--- config.mk ---
export PLATFORM = sky130hd
export DESIGN_NAME = la_jtag_tap
export DESIGN_NICKNAME = d
export VERILOG_FILES = /design/src/rtl/la_jtag_pkg.sv /design/src/rtl/la_jtag_tapfsm.sv /design/src/rtl/la_jtag_tap.sv
export SDC_FILE = /design/constraint.sdc
export NUM_CORES = 1
export LEC_CHECK = 0
export CAP_MARGIN = 15
export CORE_AREA = 2 2 104 106
export CTS_BUF_LIST = sky130_fd_sc_hd__clkbuf_8
export CTS_CLUSTER_SIZE = 14
export DETAILED_ROUTE_END_ITERATION = 8
export DIE_AREA = 0 0 106 108
export GPL_TIMING_DRIVEN = 0
export PLACE_DENSITY = 0.81
export SLEW_MARGIN = 15
export SYNTH_ARGS = -nofsm -noshare
export SYNTH_HDL_FRONTEND = slang
export SYNTH_SLANG_ARGS = --single-unit
--- constraint.sdc ---
create_clock -name clk -period 2.3 [get_ports clk]
set_input_delay 0.575 -clock clk [delete_from_list [all_inputs] [get_ports clk]]
set_output_delay 0.575 -clock clk [all_outputs]
set_load 0.005 [all_outputs]
--- src/rtl/la_jtag_pkg.sv ---
// rtl/la_jtag_pkg.sv - TAP state encodings, instruction codes and next-state function
package la_jtag_pkg;

    // IEEE 1149.1 reference state encoding, visible on the tap_state port.
    typedef enum logic [3:0] {
        EXIT2_DR   = 4'h0,
        EXIT1_DR   = 4'h1,
        SHIFT_DR   = 4'h2,
        PAUSE_DR   = 4'h3,
        SELECT_IR  = 4'h4,
        UPDATE_DR  = 4'h5,
        CAPTURE_DR = 4'h6,
        SELECT_DR  = 4'h7,
        EXIT2_IR   = 4'h8,
        EXIT1_IR   = 4'h9,
        SHIFT_IR   = 4'hA,
        PAUSE_IR   = 4'hB,
        RUN_IDLE   = 4'hC,
        UPDATE_IR  = 4'hD,
        CAPTURE_IR = 4'hE,
        TEST_RESET = 4'hF
    } tap_state_e;

    localparam int IR_IDCODE = 1;
    localparam int IR_USER0  = 2;

    function automatic tap_state_e tap_next(input tap_state_e s, input logic tms);
        case (s)
            TEST_RESET: return tms ? TEST_RESET : RUN_IDLE;
            RUN_IDLE:   return tms ? SELECT_DR  : RUN_IDLE;
            SELECT_DR:  return tms ? SELECT_IR  : CAPTURE_DR;
            CAPTURE_DR: return tms ? EXIT1_DR   : SHIFT_DR;
            SHIFT_DR:   return tms ? EXIT1_DR   : SHIFT_DR;
            EXIT1_DR:   return tms ? UPDATE_DR  : PAUSE_DR;
            PAUSE_DR:   return tms ? EXIT2_DR   : PAUSE_DR;
            EXIT2_DR:   return tms ? UPDATE_DR  : SHIFT_DR;
            UPDATE_DR:  return tms ? SELECT_DR  : RUN_IDLE;
            SELECT_IR:  return tms ? TEST_RESET : CAPTURE_IR;
            CAPTURE_IR: return tms ? EXIT1_IR   : SHIFT_IR;
            SHIFT_IR:   return tms ? EXIT1_IR   : SHIFT_IR;
            EXIT1_IR:   return tms ? UPDATE_IR  : PAUSE_IR;
            PAUSE_IR:   return tms ? EXIT2_IR   : PAUSE_IR;
            EXIT2_IR:   return tms ? UPDATE_IR  : SHIFT_IR;
            UPDATE_IR:  return tms ? SELECT_DR  : RUN_IDLE;
            default:    return TEST_RESET;
        endcase
    endfunction

endpackage

--- src/rtl/la_jtag_tapfsm.sv ---
// rtl/la_jtag_tapfsm.sv - JTAG pin synchroniser, TCK edge detect and 16-state TAP FSM
// Ports: clk/reset core clock and sync reset; tck/tms/tdi/trst_n raw pad inputs;
// tap_state/tap_state_next current and rise-successor state; tck_rise/tck_fall
// one-clk edge strobes; tdi_sync aligned TDI; tap_reset = reset or synced TRST low.
module la_jtag_tapfsm #(
    parameter int SYNC = 2
) (
    input  logic       clk,
    input  logic       reset,
    input  logic       tck_in,
    input  logic       tms_in,
    input  logic       tdi_in,
    input  logic       trst_n_in,
    output logic [3:0] tap_state,
    output logic [3:0] tap_state_next,
    output logic       tck_rise,
    output logic       tck_fall,
    output logic       tdi_sync,
    output logic       tap_reset
);
    import la_jtag_pkg::*;

    logic [SYNC-1:0] tck_sync_q, tck_sync_d;
    logic [SYNC-1:0] tms_sync_q, tms_sync_d;
    logic [SYNC-1:0] tdi_sync_q, tdi_sync_d;
    logic [SYNC-1:0] trst_sync_q, trst_sync_d;
    logic            tck_hist_q, tck_hist_d;
    tap_state_e      state_q, state_d, state_nx;

    // All four pins share one chain depth so TMS/TDI stay aligned with TCK.
    always_comb begin
        tck_sync_d  = {tck_sync_q[SYNC-2:0], tck_in};
        tms_sync_d  = {tms_sync_q[SYNC-2:0], tms_in};
        tdi_sync_d  = {tdi_sync_q[SYNC-2:0], tdi_in};
        trst_sync_d = {trst_sync_q[SYNC-2:0], trst_n_in};
        tck_hist_d  = tck_sync_q[SYNC-1];
    end

    assign tck_rise  = tck_sync_q[SYNC-1] & ~tck_hist_q;
    assign tck_fall  = ~tck_sync_q[SYNC-1] & tck_hist_q;
    assign tdi_sync  = tdi_sync_q[SYNC-1];
    // The synchroniser itself must keep running while TRST is low.
    assign tap_reset = reset | ~trst_sync_q[SYNC-1];

    assign state_nx = tap_next(state_q, tms_sync_q[SYNC-1]);

    always_comb begin
        state_d = state_q;
        if (tck_rise) begin
            state_d = state_nx;
        end
    end

    always_ff @(posedge clk) begin
        if (reset) begin
            tck_sync_q  <= '0;
            tms_sync_q  <= '0;
            tdi_sync_q  <= '0;
            trst_sync_q <= '0;
            tck_hist_q  <= 1'b0;
        end else begin
            tck_sync_q  <= tck_sync_d;
            tms_sync_q  <= tms_sync_d;
            tdi_sync_q  <= tdi_sync_d;
            trst_sync_q <= trst_sync_d;
            tck_hist_q  <= tck_hist_d;
        end
        if (tap_reset) begin
            state_q <= TEST_RESET;
        end else begin
            state_q <= state_d;
        end
    end

    assign tap_state      = state_q;
    assign tap_state_next = state_nx;

endmodule

--- src/rtl/la_jtag_tap.sv ---
// rtl/la_jtag_tap.sv - JTAG TAP with IR, BYPASS, IDCODE and user data registers
// Ports: clk/reset core clock and sync reset; jtag_* pad-side TCK/TMS/TRST/TDI in,
// TDO and its enable out; dr_capture_data NDR slices captured into USERi;
// dr_update_data/dr_update_valid update-side data and per-USER one-clk strobe;
// ir_value current instruction; tap_state current FSM state.
module la_jtag_tap #(
    parameter int          IRW    = 5,
    parameter int          NDR    = 2,
    parameter int          DRW    = 32,
    parameter logic [31:0] IDCODE = 32'h1000_0001,
    parameter int          SYNC   = 2
) (
    input  logic               clk,
    input  logic               reset,
    input  logic               jtag_tck_in,
    input  logic               jtag_tms_in,
    input  logic               jtag_trst_in,
    input  logic               jtag_tdi_in,
    output logic               jtag_tdo_out,
    output logic               jtag_tdo_oe,
    input  logic [NDR*DRW-1:0] dr_capture_data,
    output logic [DRW-1:0]     dr_update_data,
    output logic [NDR-1:0]     dr_update_valid,
    output logic [IRW-1:0]     ir_value,
    output logic [3:0]         tap_state
);
    import la_jtag_pkg::*;

    logic [3:0] fsm_state, fsm_state_next;
    logic       tck_rise, tck_fall, tdi_s, tap_reset;
    tap_state_e st, st_next;

    la_jtag_tapfsm #(.SYNC(SYNC)) u_tapfsm (
        .clk            (clk),
        .reset          (reset),
        .tck_in         (jtag_tck_in),
        .tms_in         (jtag_tms_in),
        .tdi_in         (jtag_tdi_in),
        .trst_n_in      (jtag_trst_in),
        .tap_state      (fsm_state),
        .tap_state_next (fsm_state_next),
        .tck_rise       (tck_rise),
        .tck_fall       (tck_fall),
        .tdi_sync       (tdi_s),
        .tap_reset      (tap_reset)
    );

    assign st      = tap_state_e'(fsm_state);
    assign st_next = tap_state_e'(fsm_state_next);

    logic [IRW-1:0] ir_sr_q, ir_sr_d;
    logic [IRW-1:0] ir_q, ir_d;
    logic [31:0]    idc_sr_q, idc_sr_d;
    logic           byp_sr_q, byp_sr_d;
    logic [DRW-1:0] usr_sr_q, usr_sr_d;
    logic [DRW-1:0] upd_data_q, upd_data_d;
    logic [NDR-1:0] upd_valid_q, upd_valid_d;
    logic           tdo_q, tdo_d;
    logic           oe_q, oe_d;

    logic           sel_idcode;
    logic           user_hit;
    logic [NDR-1:0] user_onehot;
    logic [DRW-1:0] user_cap;
    logic           dr_bit0;

    // Anything that is neither IDCODE nor a USER code falls through to BYPASS.
    always_comb begin
        sel_idcode  = (ir_q == IRW'(IR_IDCODE));
        user_hit    = 1'b0;
        user_onehot = '0;
        user_cap    = '0;
        for (int i = 0; i < NDR; i++) begin
            if (ir_q == IRW'(IR_USER0 + i)) begin
                user_hit       = 1'b1;
                user_onehot[i] = 1'b1;
                user_cap       = dr_capture_data[i*DRW +: DRW];
            end
        end
        dr_bit0 = sel_idcode ? idc_sr_q[0] : (user_hit ? usr_sr_q[0] : byp_sr_q);
    end

    always_comb begin
        ir_sr_d     = ir_sr_q;
        ir_d        = ir_q;
        idc_sr_d    = idc_sr_q;
        byp_sr_d    = byp_sr_q;
        usr_sr_d    = usr_sr_q;
        upd_data_d  = upd_data_q;
        upd_valid_d = '0;
        tdo_d       = tdo_q;
        oe_d        = oe_q;

        if (tck_rise) begin
            // Capture and shift act on the edge that leaves the state.
            case (st)
                CAPTURE_IR: ir_sr_d = IRW'(1);
                SHIFT_IR:   ir_sr_d = {tdi_s, ir_sr_q[IRW-1:1]};
                CAPTURE_DR: begin
                    if (sel_idcode) begin
                        idc_sr_d = IDCODE;
                    end else if (user_hit) begin
                        usr_sr_d = user_cap;
                    end else begin
                        byp_sr_d = 1'b0;
                    end
                end
                SHIFT_DR: begin
                    if (sel_idcode) begin
                        idc_sr_d = {tdi_s, idc_sr_q[31:1]};
                    end else if (user_hit) begin
                        // Concatenate-then-shift also covers DRW == 1.
                        usr_sr_d = DRW'({tdi_s, usr_sr_q} >> 1);
                    end else begin
                        byp_sr_d = tdi_s;
                    end
                end
                default: ;
            endcase

            // Update acts on the edge that enters the state.
            if (st_next == UPDATE_IR) begin
                ir_d = ir_sr_q;
            end
            if (st_next == UPDATE_DR && user_hit) begin
                upd_data_d  = usr_sr_q;
                upd_valid_d = user_onehot;
            end
        end

        if (tck_fall) begin
            tdo_d = (st == SHIFT_IR) ? ir_sr_q[0] : dr_bit0;
            oe_d  = (st == SHIFT_IR) || (st == SHIFT_DR);
        end

        if (st == TEST_RESET) begin
            ir_d = IRW'(IR_IDCODE);
        end
    end

    always_ff @(posedge clk) begin
        if (tap_reset) begin
            ir_sr_q     <= '0;
            ir_q        <= IRW'(IR_IDCODE);
            idc_sr_q    <= '0;
            byp_sr_q    <= 1'b0;
            usr_sr_q    <= '0;
            upd_data_q  <= '0;
            upd_valid_q <= '0;
            tdo_q       <= 1'b0;
            oe_q        <= 1'b0;
        end else begin
            ir_sr_q     <= ir_sr_d;
            ir_q        <= ir_d;
            idc_sr_q    <= idc_sr_d;
            byp_sr_q    <= byp_sr_d;
            usr_sr_q    <= usr_sr_d;
            upd_data_q  <= upd_data_d;
            upd_valid_q <= upd_valid_d;
            tdo_q       <= tdo_d;
            oe_q        <= oe_d;
        end
    end

    assign jtag_tdo_out    = tdo_q;
    assign jtag_tdo_oe     = oe_q;
    assign dr_update_data  = upd_data_q;
    assign dr_update_valid = upd_valid_q;
    assign ir_value        = ir_q;
    assign tap_state       = fsm_state;

endmodule

==> key figures, run 1 <==
Yosys
  – Post-synthesis xor/xnor area fraction: 0%
  – Compound-cell area share of the yosys netlist: 16.2%
  – Adder-cell share of the synthesized area: 0%
  – Syn Area/Cell: 8.36 µm²
  – Share of the synthesized area in the top cell type: 46.6%
  – Post-synthesis register bit count: 124
  – Post-synth cell types: 40
  – Mux cell area share after synthesis: 7.14%
  – Cell Area, Synth: 5330 µm²
  – FFs w/ async S/R, synth: 0%
  – Ys flop type: dfxtp_1
  – Sequential area share after synthesis: 46.6%
  – Synth Area in Simple Gates: 24.6%
  – Synthesized net count: 707
  – Warning count from the yosys run: 0
  – Main combinational cell family by area after synthesis: simple AND/OR/NAND/NOR gates
  – Dominant cell type by area after synthesis: dfxtp_1
  – Post-synth EDFFs: 0
  – Post-Synthesis Cells: 637
  – Synth area leaders: dfxtp_1 (47%), nand2_1 (7.5%), mux2i_1 (7.1%)

STA
  – F_max: 0.453 GHz
  – Period minus WS final: 2.21 ns
  – Slew Limit Fails: 0
  – Hold_ws: 0.441 ns
  – Worst Tran Pin Value: 0.668 ns
  – Setup Viol. Count Final: 0
  – Worst Clk Skew: 0.0110 ns
  – Relative slew slack: 55.0%
  – Final Hold Fails: 0
  – Sum Neg Setup Slack: 0 ns
  – Final Cycle Share: 96.0%
  – RSZ-0062 raised after global routing: no
  – Final setup margin: 0.0923 ns

Pwr
  – Total power: 4.21 mW
  – Cell area power density: 598 nW/µm²
  – VDD IR-drop max: 0.426 mV
  – Leakage power: 2.59 nW

Global route
  – Initial antenna violation count: 0
  – First-pass GRT wire length: 22.8 mm
  – Vias in the first global route: 4,916
  – Overflow after GRT: 0
  – Largest net degree at the start of global routing: 17
  – Tot GR Track Use: 24.9%

Worst setup path
  – Reg2reg path depth: 6
  – Setup crit end kind: flip-flop
  – Worst Setup Path Type: in2reg
  – Critical Path RT: 2.66 ns
  – WP data arrival: 2.57 ns
  – Crit-path cells: clkdlybuf4s50_1, nor2b_1, clkbuf_1, clkbuf_1, clkbuf_1, nand3_1, o21ai_0
  – Highest-delay cell along the critical path: clkdlybuf4s50_1
  – FF-to-FF setup slack: 0.26 ns
  – Crit path launch: reset
  – Largest stage delay on the critical path: 0.43 ns
  – Worst r2r src: u_tapfsm.tap_state[3]$_SDFFE_PP1P_
  – Type of origin of the critical path: input pin
  – Worst Path Max Fanout: 10
  – RR Endpoint: usr_sr_q[24]$_SDFFE_PP0P_
  – Most used cell, CP: clkbuf_1

Hold path
  – Type of the most critical hold path: reg2reg
  – Hold EP: u_tapfsm.tms_sync_q[1]$_SDFF_PP0_
  – Hold depth: 1
  – Hold path startpoint: u_tapfsm.tms_sync_q[0]$_SDFF_PP0_

Run
  – Max cap viols: 0

Final layout
  – Seq. cell area: 2480 µm²
  – Share of layout cells above drive strength 1: 8.05%
  – Design area: 7040 µm²
  – Layout fillers: 837
  – Area growth syn-to-layout: 32.1%
  – Most frequent cells in the layout: dfxtp_1 (124), clkdlybuf4s50_1 (114), nand2_1 (106), a21oi_1 (69), nand3_1 (64)
  – Final core utilization: 68.8%
  – Final cell count without fillers: 919
  – Ant diodes: 0
  – Area of the multi-input gates: 2560 µm²
  – Nets: 840
  – Commonest non-fill, non-tap cell in the layout: dfxtp_1

Drt
  – Vias: 5,032
  – Total Wirelength: 14.1 mm
  – DR iter-0 viols: 263
  – Vias/cell: 5.48
  – Pre-Repair DR Iteration Count: 7
  – WL/cell: 15.4 µm
  – Residual DRC: 0
  – Post-DRT Antenna Nets: 0

Placement
  – GPL Wtd Cong: 0.837
  – Cell Area, Placed: 6640 µm²
  – Pre-CTS worst setup slack: -0.472 ns
  – IO Port Bufs: 114
  – Post-detail-place hpwl: 10.2 mm
  – Inst Count DP: 887

Clock network
  – Hold Buf Count CTS: 0
  – CTS root buf: clkbuf_8
  – Clock buffer depth: 2
  – TritonCTS clock tree: built
  – H-tree lvl count: 4
  – TritonCTS buffer count: 17
  – Setup repair bufs after CTS: 0
  – Clk_lat worst skew: 0.43 ns
  – Clk slew on worst S/H paths: 0.08 ns
  – Num Clock Sinks: 124

Outcome
  – Status: complete, no violations

Floorplanning
  – Starting Density: 52.1%
  – Area of the core: 10,200 µm²
  – Die area: 11,400 µm²
  – Height of the chip: 108 µm
  – Core Rows: 37
  – Ports: 115
  – Die Wd: 106 µm
-- cells by family after synthesis --
| kind of cell | count (synthesis) |
|---|---|
| and+or+nand+nor | 264 |
| AOI/OAI and AO/OA | 150 |
| DFF | 124 |
| buffers and inverters | 61 |
| muxes | 38 |
-- per-layer routing --
metal / global-route usage, % / vias up / wire (µm)
li1: - / 2474 / -
met1: 29.7 / 2344 / 5890
met2: 43.9 / 183 / 7080
met3: 5.61 / 31 / 854
met4: 9.59 / 0 / 295
met5: 0 / - / 0
-- power breakdown --
part	internal [mW]	switching, mW	total, mW
Clock	0.959	0.891	1.85
Combinational	0.130	0.0698	0.200
Sequential	2.15	0.00432	2.16
-- area by class of cell --
type                    count  share of cell area, %
multi-input cells         452                   36.4
flip-flops and latches    124                   35.3
repair buffers            114                   16.2
plain buffers              57                   3.95
clock buffers              17                   3.33
well taps                 136                   2.42
clock inverters            15                   2.17
inverters                   4                  0.213
-- worst max path at each step --
stage	to	slack, ns	depth (start not counted)
after floorplan	idc_sr_q[31]$_SDFFE_PP0P_	0.54	6
after CTS	usr_sr_q[20]$_SDFFE_PP0P_	0.006	6
after global routing	dr_update_data[13]$_SDFFE_PP0P_	0.006	7
after detailed placement	ir_sr_q[3]$_SDFFE_PP0P_	-0.47	6
final	dr_update_data[22]$_SDFFE_PP0P_	0.09	7
after global placement	usr_sr_q[4]$_SDFFE_PP0P_	-0.47	6
-- state kept, by name, indices dropped and copies added (netlist names) --
register and flops:
u_tapfsm.tck_hist_q 1, idc_sr_q 32, u_tapfsm.trst_sync_q 2, dr_update_valid 2, ir_value 5, u_tapfsm.tap_state 4, u_tapfsm.tms_sync_q 2, u_tapfsm.tck_sync_q 2
byp_sr_q 1, usr_sr_q 32, jtag_tdo_out 1, ir_sr_q 5, jtag_tdo_oe 1, dr_update_data 32, u_tapfsm.tdi_sync_q 2
-- critical path: cells and delay by family --
family	cells	cell delay, ns
buffers and inverters	4	1.58
AOI/OAI and AO/OA	1	0.10
and+or+nand+nor	2	0.32
-- cell usage after synthesis, types with 2 or more instances --
master	count
clkbuf_1	32
dfxtp_1	124
buf_1	3
o22ai_1	2
nor2_1	18
nand2b_1	36
nor3_1	6
inv_1	4
o21ai_0	37
nand2_1	106
mux2i_1	38
a21oi_1	69
o211ai_1	33
nand3b_1	7
buf_6	3
nor4b_1	2
or3_1	2
nand3_1	64
nor2b_1	12
buf_4	5
or2_2	2
buf_2	14
-- what timing repair did --
action,4_1_cts,5_1_grt
hold endpoints to repair,0,0
gates resized for setup,2,5
setup endpoints to repair,10,47
cloned,0,0
(Power assumes the default switching activity.)
==> inputs of run 2 (changes only) <==
--- a/config.mk
+++ b/config.mk
@@ -14,4 +14,5 @@
 export GPL_TIMING_DRIVEN = 0
 export PLACE_DENSITY = 0.81
+export RECOVER_POWER = 25
 export SLEW_MARGIN = 15
 export SYNTH_ARGS = -nofsm -noshare
==> constraint.sdc (replaced) <==
create_clock -name clk -period 2.3 [get_ports clk]
set_input_delay 0.69 -clock clk [delete_from_list [all_inputs] [get_ports clk]]
set_output_delay 0.69 -clock clk [all_outputs]
set_load 0.005 [all_outputs]
==> run 2 against run 1 <==
Effect of this change:
- worst setup slack got worse by 0.069 ns
- global-route usage is essentially flat
- utilization is essentially flat
- hold slack hardly changed
- non-clock buffer count did not move
- register-to-register slack about the same
- routed wire length unchanged
- critical endpoint unchanged
- largest cell class unchanged
==> key figures, run 2 (synthesis results as in run 1) <==
Clock network
  – Num Clock Sinks: 124 (unchanged)
  – TritonCTS clock tree: built (unchanged)
  – Clock buffer depth: 2 (unchanged)
  – Clk slew on worst S/H paths: 0.08 ns (about the same)
  – Setup repair bufs after CTS: 0 (unchanged)
  – Hold Buf Count CTS: 0 (unchanged)
  – Clk_lat worst skew: 0.43 ns (about the same)
  – H-tree lvl count: 4 (unchanged)
  – TritonCTS buffer count: 17 (unchanged)
  – CTS root buf: clkbuf_8 (unchanged)

Drt
  – Pre-Repair DR Iteration Count: 5 (was 7)
  – Residual DRC: 0 (unchanged)
  – Vias: 5,047 (was 5,032)
  – DR iter-0 viols: 239 (was 263)
  – Vias/cell: 5.49 (was 5.48)
  – Post-DRT Antenna Nets: 0 (unchanged)
  – WL/cell: 15.4 µm (unchanged)
  – Total Wirelength: 14.1 mm (unchanged)

Floorplanning
  – Core Rows: 37 (unchanged)
  – Die Wd: 106 µm (unchanged)
  – Height of the chip: 108 µm (unchanged)
  – Die area: 11,400 µm² (unchanged)
  – Area of the core: 10,200 µm² (unchanged)
  – Ports: 115 (unchanged)
  – Starting Density: 52.1% (unchanged)

STA
  – Final Cycle Share: 99.0% (was 96.0%)
  – Setup Viol. Count Final: 0 (unchanged)
  – Period minus WS final: 2.28 ns (was 2.21 ns)
  – F_max: 0.439 GHz (was 0.453 GHz)
  – Slew Limit Fails: 0 (unchanged)
  – Worst Clk Skew: 0.0110 ns (about the same)
  – Relative slew slack: 55.0% (about the same)
  – RSZ-0062 raised after global routing: yes (was no)
  – Final Hold Fails: 0 (unchanged)
  – Worst Tran Pin Value: 0.675 ns (was 0.668 ns)
  – Hold_ws: 0.441 ns (about the same)

Global route
  – Overflow after GRT: 0 (unchanged)
  – Largest net degree at the start of global routing: 17 (unchanged)
  – Tot GR Track Use: 24.9% (about the same)
  – First-pass GRT wire length: 22.9 mm (was 22.8 mm)
  – Vias in the first global route: 4,917 (was 4,916)
  – Initial antenna violation count: 0 (unchanged)

Final layout
  – Final cell count without fillers: 919 (unchanged)
  – Nets: 840 (unchanged)
  – Share of layout cells above drive strength 1: 8.56% (was 8.05%)
  – Final core utilization: 68.8% (about the same)
  – Area growth syn-to-layout: 32.2% (was 32.1%)
  – Most frequent cells in the layout: dfxtp_1 (124), nand2_1 (106), clkdlybuf4s50_1 (91), a21oi_1 (69), nand3_1 (64) (was dfxtp_1 (124), clkdlybuf4s50_1 (114), nand2_1 (106), a21oi_1 (69), nand3_1 (64))
  – Commonest non-fill, non-tap cell in the layout: dfxtp_1 (unchanged)
  – Ant diodes: 0 (unchanged)
  – Design area: 7040 µm² (about the same)

Worst setup path
  – Worst Setup Path Type: in2reg (unchanged)
  – Setup crit end kind: flip-flop (unchanged)
  – Critical Path RT: 2.66 ns (about the same)
  – Type of origin of the critical path: input pin (unchanged)
  – Worst Path Max Fanout: 10 (unchanged)
  – WP data arrival: 2.64 ns (was 2.57 ns)

Pwr
  – Leakage power: 2.67 nW (was 2.59 nW)
  – VDD IR-drop max: 0.427 mV (was 0.426 mV)
  – Total power: 4.21 mW (about the same)
  – Cell area power density: 598 nW/µm² (about the same)

Outcome
  – Status: complete, no violations (unchanged)

Run
  – Max cap viols: 0 (unchanged)

Hold path
  – Type of the most critical hold path: reg2reg (unchanged)

Placement
  – Post-detail-place hpwl: 10.2 mm (unchanged)
  – IO Port Bufs: 114 (unchanged)
  – Inst Count DP: 887 (unchanged)
  – GPL Wtd Cong: 0.837 (unchanged)
  – Cell Area, Placed: 6640 µm² (unchanged)
-- run 2: cell count changes in the layout (fill, tap and decap cells not counted), sizes merged --
| cell | before | now |
|---|---|---|
| clkdlybuf4s50 | 114 | 91 |
| dlygate4sd3 | 0 | 23 |
| buf | 25 | 26 |
| clkbuf | 49 | 48 |
-- run 2: layout make-up --
type | instances | area [µm²]
Fill cell | 833 | 3190
Multi-Input combinational cell | 452 | 2560
Sequential cell | 124 | 2480
Timing Repair Buffer | 114 | 1140
Buffer | 57 | 283
Clock buffer | 17 | 234
Tap cell | 136 | 170
Clock inverter | 15 | 153
Inverter | 4 | 15.0
-- run 2: what timing repair did --
item                       CTS  global route
resized for setup            4            10
pin swaps                    0             0
setup endpoints to repair   67            34
hold endpoints to repair     0             0
-- run 2: metal layers --
| layer | part of all wire, % | global-route usage [%] | up-vias |
|---|---|---|---|
| met1 | 41 | 29.7 | 2370 |
| li1 | - | - | 2472 |
| met5 | 0 | 0 | - |
| met4 | 2.2 | 9.59 | 0 |
| met2 | 50 | 43.9 | 177 |
| met3 | 6.3 | 5.61 | 28 |
-- run 2: per-stage QoR --
step / setup TNS (ns) / setup WS (ns)
floorplan: 0 / 0.447
global placement: -42.17 / -0.586
detailed placement: -45.64 / -0.587
CTS: 0 / 0.0160
global route: -0.807 / -0.0813
finish: 0 / 0.0236
-- run 2: report_power, final --
group / switching (mW) / total [mW] / internal [mW]
sequential: 0.00432 / 2.16 / 2.15
combinational: 0.0694 / 0.200 / 0.131
clock: 0.891 / 1.85 / 0.959
total: 0.965 / 4.21 / 3.24
-- run 2: final timing paths --
check | startpoint | to | slack (ns) | cells after the start
max | reset | dr_update_data[22]$_SDFFE_PP0P_ | 0.02 | 7
min | u_tapfsm.tms_sync_q[0]$_SDFF_PP0_ | u_tapfsm.tms_sync_q[1]$_SDFF_PP0_ | 0.44 | 1
max reg2reg | u_tapfsm.tap_state[3]$_SDFFE_PP1P_ | usr_sr_q[24]$_SDFFE_PP0P_ | 0.27 | 6
min reg2reg | u_tapfsm.tms_sync_q[0]$_SDFF_PP0_ | u_tapfsm.tms_sync_q[1]$_SDFF_PP0_ | 0.44 | 1
-- run 2: worst max-delay path, stage by stage --
cell and delay, ns:
clkdlybuf4s50_1 0.43, nor2b_1 0.15, clkbuf_1 0.30, clkbuf_1 0.39
buf_1 0.41, nand3_1 0.17, o21ai_0 0.10
